`config.mk`:
```
export PLATFORM = sky130hd
export DESIGN_NAME = dsc_slice_pixel_feeder
export DESIGN_NICKNAME = d
export VERILOG_FILES = /design/src/rtl/dsc_slice_pixel_feeder.sv
export SDC_FILE = /design/constraint.sdc
export NUM_CORES = 1
export LEC_CHECK = 0
export CAP_MARGIN = 10
export CORE_MARGIN = 1.5
export CORE_UTILIZATION = 56
export DETAILED_ROUTE_END_ITERATION = 6
export GPL_ROUTABILITY_DRIVEN = 1
export GPL_TIMING_DRIVEN = 0
export PLACE_DENSITY = 0.87
export REMOVE_ABC_BUFFERS = 1
export SLEW_MARGIN = 0
export SYNTH_ARGS = -nofsm -noshare
export SYNTH_HDL_FRONTEND = slang
export SYNTH_SLANG_ARGS = --single-unit
```
`constraint.sdc`:
```
create_clock -name clk -period 5.25 [get_ports clk]
set_input_delay 1.575 -clock clk [delete_from_list [all_inputs] [get_ports clk]]
set_output_delay 1.575 -clock clk [all_outputs]
set_load 0.01 [all_outputs]
```
`src/rtl/dsc_slice_pixel_feeder.sv`:
```
`default_nettype none
// ============================================================================
// dsc_slice_pixel_feeder: raster RGB -> optional YCoCg-R, slice flags, 2-stage
// Revision: 1.0
// ============================================================================
module dsc_slice_pixel_feeder #(
  parameter int BPC = 8,
  parameter int MAX_SLICE_W = 2048,
  parameter int MAX_SLICE_H = 2048,
  localparam int WW = $clog2(MAX_SLICE_W+1),
  localparam int HW = $clog2(MAX_SLICE_H+1)
) (
  input  logic          clk,
  input  logic          rst,
  input  logic          cfg_start,
  input  logic [WW-1:0] cfg_slice_w,
  input  logic [HW-1:0] cfg_slice_h,
  input  logic          cfg_ycocg,
  input  logic          in_valid,
  output logic          in_ready,
  input  logic [BPC-1:0] in_r,
  input  logic [BPC-1:0] in_g,
  input  logic [BPC-1:0] in_b,
  output logic          out_valid,
  input  logic          out_ready,
  output logic [BPC:0]  out_c0,
  output logic [BPC:0]  out_c1,
  output logic [BPC:0]  out_c2,
  output logic          out_sol,
  output logic          out_eol,
  output logic          out_sos,
  output logic          out_eos,
  output logic          busy,
  output logic          done,
  output logic          cfg_err
);

  localparam logic [1:0] ST_IDLE  = 2'd0;
  localparam logic [1:0] ST_RUN   = 2'd1;
  localparam logic [1:0] ST_DRAIN = 2'd2;

  localparam logic [BPC:0] COMP_OFF = {1'b1, {BPC{1'b0}}};

  logic [1:0]    state_q, state_d;
  logic [WW-1:0] w_q, w_d, x_q, x_d;
  logic [HW-1:0] h_q, h_d, y_q, y_d;
  logic          ycocg_q, ycocg_d;
  logic          cfg_err_q, cfg_err_d;
  logic          done_q, done_d;

  // Stage 1 holds Co/t in YCoCg mode, or zero-extended R/B in passthrough.
  logic                 s1_valid_q, s1_valid_d;
  logic signed [BPC:0]  s1_a_q, s1_a_d;
  logic signed [BPC:0]  s1_b_q, s1_b_d;
  logic [BPC-1:0]       s1_g_q, s1_g_d;
  logic [3:0]           s1_flags_q, s1_flags_d;

  logic                 s2_valid_q, s2_valid_d;
  logic [BPC:0]         s2_c0_q, s2_c0_d;
  logic [BPC:0]         s2_c1_q, s2_c1_d;
  logic [BPC:0]         s2_c2_q, s2_c2_d;
  logic [3:0]           s2_flags_q, s2_flags_d;

  logic s2_adv, s1_adv, in_fire, out_fire;
  logic x_last, y_last, cfg_bad;
  logic signed [BPC:0] co_in, t_in, cg_s2, y_s2;

  always_comb begin
    s2_adv   = !s2_valid_q || out_ready;
    s1_adv   = !s1_valid_q || s2_adv;
    in_fire  = in_valid && (state_q == ST_RUN) && s1_adv;
    out_fire = s2_valid_q && out_ready;
    x_last   = (x_q == w_q - WW'(1));
    y_last   = (y_q == h_q - HW'(1));
    cfg_bad  = (cfg_slice_w == '0) || (cfg_slice_w > WW'(MAX_SLICE_W)) ||
               (cfg_slice_h == '0) || (cfg_slice_h > HW'(MAX_SLICE_H));
    co_in    = $signed({1'b0, in_r}) - $signed({1'b0, in_b});
    t_in     = $signed({1'b0, in_b}) + (co_in >>> 1);
    cg_s2    = $signed({1'b0, s1_g_q}) - s1_b_q;
    y_s2     = s1_b_q + (cg_s2 >>> 1);
  end

  always_comb begin
    state_d    = state_q;
    w_d        = w_q;
    h_d        = h_q;
    x_d        = x_q;
    y_d        = y_q;
    ycocg_d    = ycocg_q;
    cfg_err_d  = 1'b0;
    done_d     = 1'b0;
    s1_valid_d = s1_valid_q;
    s1_a_d     = s1_a_q;
    s1_b_d     = s1_b_q;
    s1_g_d     = s1_g_q;
    s1_flags_d = s1_flags_q;
    s2_valid_d = s2_valid_q;
    s2_c0_d    = s2_c0_q;
    s2_c1_d    = s2_c1_q;
    s2_c2_d    = s2_c2_q;
    s2_flags_d = s2_flags_q;

    case (state_q)
      ST_IDLE: begin
        if (cfg_start) begin
          if (cfg_bad) begin
            cfg_err_d = 1'b1;
          end else begin
            w_d     = cfg_slice_w;
            h_d     = cfg_slice_h;
            ycocg_d = cfg_ycocg;
            x_d     = '0;
            y_d     = '0;
            state_d = ST_RUN;
          end
        end
      end
      ST_RUN: begin
        if (in_fire) begin
          if (x_last) begin
            x_d = '0;
            if (y_last) state_d = ST_DRAIN;
            else        y_d = y_q + HW'(1);
          end else begin
            x_d = x_q + WW'(1);
          end
        end
      end
      ST_DRAIN: begin
        if (out_fire && s2_flags_q[0]) begin
          state_d = ST_IDLE;
          done_d  = 1'b1;
        end
      end
      default: state_d = ST_IDLE;
    endcase

    if (s1_adv) begin
      s1_valid_d = in_fire;
      if (in_fire) begin
        s1_flags_d = {x_q == '0, x_last, (x_q == '0) && (y_q == '0), x_last && y_last};
        s1_g_d     = in_g;
        if (ycocg_q) begin
          s1_a_d = co_in;
          s1_b_d = t_in;
        end else begin
          s1_a_d = $signed({1'b0, in_r});
          s1_b_d = $signed({1'b0, in_b});
        end
      end
    end

    // Offsets fold the signed chroma into an unsigned BPC+1-bit range.
    if (s2_adv) begin
      s2_valid_d = s1_valid_q;
      if (s1_valid_q) begin
        s2_flags_d = s1_flags_q;
        if (ycocg_q) begin
          s2_c0_d = $unsigned(y_s2);
          s2_c1_d = $unsigned(s1_a_q) + COMP_OFF;
          s2_c2_d = $unsigned(cg_s2) + COMP_OFF;
        end else begin
          s2_c0_d = $unsigned(s1_a_q);
          s2_c1_d = {1'b0, s1_g_q};
          s2_c2_d = $unsigned(s1_b_q);
        end
      end
    end
  end

  always_ff @(posedge clk) begin
    if (rst) begin
      state_q    <= ST_IDLE;
      w_q        <= '0;
      h_q        <= '0;
      x_q        <= '0;
      y_q        <= '0;
      ycocg_q    <= 1'b0;
      cfg_err_q  <= 1'b0;
      done_q     <= 1'b0;
      s1_valid_q <= 1'b0;
      s1_a_q     <= '0;
      s1_b_q     <= '0;
      s1_g_q     <= '0;
      s1_flags_q <= '0;
      s2_valid_q <= 1'b0;
      s2_c0_q    <= '0;
      s2_c1_q    <= '0;
      s2_c2_q    <= '0;
      s2_flags_q <= '0;
    end else begin
      state_q    <= state_d;
      w_q        <= w_d;
      h_q        <= h_d;
      x_q        <= x_d;
      y_q        <= y_d;
      ycocg_q    <= ycocg_d;
      cfg_err_q  <= cfg_err_d;
      done_q     <= done_d;
      s1_valid_q <= s1_valid_d;
      s1_a_q     <= s1_a_d;
      s1_b_q     <= s1_b_d;
      s1_g_q     <= s1_g_d;
      s1_flags_q <= s1_flags_d;
      s2_valid_q <= s2_valid_d;
      s2_c0_q    <= s2_c0_d;
      s2_c1_q    <= s2_c1_d;
      s2_c2_q    <= s2_c2_d;
      s2_flags_q <= s2_flags_d;
    end
  end

  assign in_ready  = (state_q == ST_RUN) && s1_adv;
  assign out_valid = s2_valid_q;
  assign out_c0    = s2_c0_q;
  assign out_c1    = s2_c1_q;
  assign out_c2    = s2_c2_q;
  assign out_sol   = s2_flags_q[3];
  assign out_eol   = s2_flags_q[2];
  assign out_sos   = s2_flags_q[1];
  assign out_eos   = s2_flags_q[0];
  assign busy      = (state_q != ST_IDLE);
  assign done      = done_q;
  assign cfg_err   = cfg_err_q;

endmodule
`default_nettype wire

```
==> reports/summary.txt <==
Net Switching -> 0.000686 W
RD Place Congestion -> 0.872
Post-synth EDFFs -> 0
Crit path DAT -> 5.27 ns
Die area -> 13100 sq um
I/O pins -> 90
Leak -> 3.35 nW
Clock Sinks -> 116
Switching Share -> 0.261
FMAX -> 0.202 GHz
TritonCTS clock tree -> yes
Power share of the sequential group -> 0.356
# DRC -> 0
YS warnings -> 0
Reg-to-Reg End -> y_q[0]
Die W -> 114 um
CP Launch Type -> primary input
Final setup TNS -> 0 ns
Clk slew on worst S/H paths -> 0.05 ns
Worst setup path category -> primary input to register
Gate power share -> 0.191
Final min period -> 4.95 ns
Largest family of logic cells by synthesized area -> simple AND/OR/NAND/NOR gates
R2R Path Start -> w_q[0]
Tot GR Track Use -> 0.257
DP Wirelength -> 11200 um
Largest net degree at the start of global routing -> 89
Worst-Margin Slew -> 1.01 ns
Initial DRC count -> 436
MaxCap Viol Count -> 0
Clock Latency Late Sink -> 0.41 ns
CTS H-tree depth -> 4
Post-Synthesis Cells -> 823
Initial antenna violation count -> 0
CP top delay family -> compound AO/OA/AOI/OAI gates
Worst R2R Setup Slack -> 1.38 ns
Outcome -> finished clean
Via count -> 6133
Post-synthesis xor/xnor area fraction -> 0.0838
Power density cells -> 306 nW/um^2
WL/cell -> 15.1 um
Compound-Gate Fraction of Synth Area -> 0.161
Max clock buf depth -> 2
I/O Buffers -> 89
Worst Setup EP -> y_q[8]
Async SR Flop Fraction -> 0
Sequential fraction of the synthesis area -> 0.334
Core Region -> 12100 sq um
Hold Violations, Final -> 0
CTS Buf Count -> 17
First-pass GRT wire length -> 26900 um
Post-synthesis simple-gate area fraction -> 0.197
Worst path depth -> 9
CP endpoint kind -> register
Mux cell area share after synthesis -> 0.0867
CP bufs+invs -> 2
Critical path cell sequence -> clkdlybuf4s50_1 -> or4_1 -> o31ai_1 -> o2111ai_4 -> buf_16 -> nand2_1 -> o211ai_2 -> or3_1 -> a21oi_1
CP max-delay cell -> or4_1
Critical Path RT -> 5.58 ns
Adder-cell share of the synthesized area -> 0.0870
Nets@finish -> 991
RSZ-0062 raised after global routing -> false
ANT cells -> 0
Internal power -> 0.00194 W
Synthesized area per cell -> 8.45 sq um
HP Class -> register to register
Max-slew violation count -> 0
Synthesis-stage register bit count -> 116
P&R area growth vs syn -> 23.6%
Final wirelength -> 16200 um
Final Util -> 0.713
Final setup violating endpoints -> 0
Post-synth top flop -> dfxtp_1
Clock Power Share -> 0.453
Vias per Instance -> 5.73
Cell variety after synth -> 66
Relative slew slack -> 0.322
Final period util -> 0.942
Drt first pass iters -> 5
Die Span Y -> 114 um
Crit path max fanout -> 19
Clock Skews -> 0.00799 ns
VDD IR-drop max -> 0.199 mV
R2R depth -> 10
Post-Place Worst Slack -> 0.00519 ns
Rows -> 40
Vias in the first global route -> 5736
CTS resizes -> 0
Post-CTS Hold Buffers -> 0
DRT antenna net count -> 0
Netlist Area Pre-Place -> 6960 sq um
Share of cells above drive strength 1 -> 0.0631
Worst path max stage delay -> 0.56 ns
Total gr overflow -> 0
Setup WS post-layout -> 0.302 ns
Initial Util -> 0.577
CTS root buf -> clkbuf_16
Post-CTS setup buffers -> 0
Critical Path Start -> cfg_slice_w[0]
-- state kept, by name (all words and copies together), names as in the netlist, 12 cells and up --
| register | flops |
|---|---|
| h_q | 12 |
| y_q | 12 |
| w_q | 12 |
| x_q | 12 |
-- layer usage --
layer	wire, um	GRT usage	vias to the layer above	part of all wire
met5	0	0	-	0
met4	244	0.0883	0	0.015
met3	692	0.0524	21	0.043
met2	8080	0.440	164	0.50
met1	7200	0.323	2894	0.44
li1	-	-	3054	-
-- stage by stage --
stage                     cells  power (W)  hold slack [ns]  cell area, sq um
final                      1071    0.00263            0.453              8600
after global routing       1071    0.00274            0.474              8600
after CTS                  1070    0.00263            0.456              8580
after floorplan             779    0.00129            0.426              6770
after global placement     1036    0.00142            0.438              7870
after detailed placement   1039    0.00144            0.449              7970
-- logic make-up (layout without fill, tap and decap cells) --
logic type	Yosys count	in the layout
flops	116	116
mux	60	60
buf+inv	88	168
compound gates	173	173
simple gates	275	275
xor+xnor	65	65
fa+ha+maj	46	46
-- layout make-up --
type / instances / area (sq um)
multi-input combinational: 619 / 4310
fill: 868 / 3460
sequential: 116 / 2320
timing repair buffer: 93 / 991
clock buffer: 21 / 450
tap: 168 / 210
inverter: 44 / 165
clock inverter: 10 / 156
-- cells in the final DEF, fill, tap and decap left out, types with 33 or more instances in the layout --
cell type,Yosys,routed
nand2_1,68,68
mux2i_1,58,58
inv_1,44,44
clkdlybuf4s50_1,0,88
dfxtp_1,116,115
o21ai_0,33,33
nor2_1,88,88
ha_1,42,42
xnor2_1,37,37
a21oi_1,63,63
-- synthesized netlist by cell type, drive strengths merged, types with 4 or more instances --
master	count	area, sq um
a211oi	27	203
xor2	27	236
or3	10	63.8
nor4	8	50.1
nor2b	11	68.8
clkbuf	32	120
nand2b	5	31.3
inv	44	165
buf	12	68.8
a211o	4	36.3
a21oi	63	315
ha	42	526
nor3	13	65.1
nand2	68	255
or2	4	25.0
a21o	9	67.6
fa	4	80.1
nand4	18	119
xnor2	37	324
a31oi	4	25.0
nor2	88	330
or4	5	45.0
dfxtp	116	2320
o21ai	34	170
nand3b	4	30.0
a2111oi	5	62.6
nand3	15	75.1
o211ai	6	50.1
and3	5	31.3
mux2i	58	581
nor4b	8	70.1
-- worst min-delay path, delay by kind of cell (launching register included) --
kind             cells  cell delay (ns)
flip-flops           1             0.30
AND/OR/NAND/NOR      1             0.05
AO/OA/AOI/OAI        1             0.05
-- worst min-delay path by stage --
stage	startpoint	end	slack (ns)	cells past startpoint
6_report	out_c0[1]	out_c0[1]	0.45	2
5_1_grt	s1_flags_q[3]	s2_flags_q[3]	0.47	2
4_1_cts	s1_flags_q[1]	s2_flags_q[1]	0.46	2
3_5_place_dp	s1_flags_q[1]	s2_flags_q[1]	0.45	2
3_3_place_gp	s1_flags_q[0]	s2_flags_q[0]	0.44	2
2_1_floorplan	s1_flags_q[0]	s2_flags_q[0]	0.43	2
-- power groups by stage --
| stage | Clock [W] | Sequential (W) | Combinational, W |
|---|---|---|---|
| finish | 0.00119 | 0.000936 | 0.000502 |
| global route | 0.00125 | 0.000939 | 0.000553 |
| floorplan | 0 | 0.000951 | 0.000335 |
| detailed placement | 0 | 0.000953 | 0.000485 |
| CTS | 0.00120 | 0.000936 | 0.000497 |
| global placement | 0 | 0.000956 | 0.000469 |
Note: power is estimated with default switching activity, not from simulation.
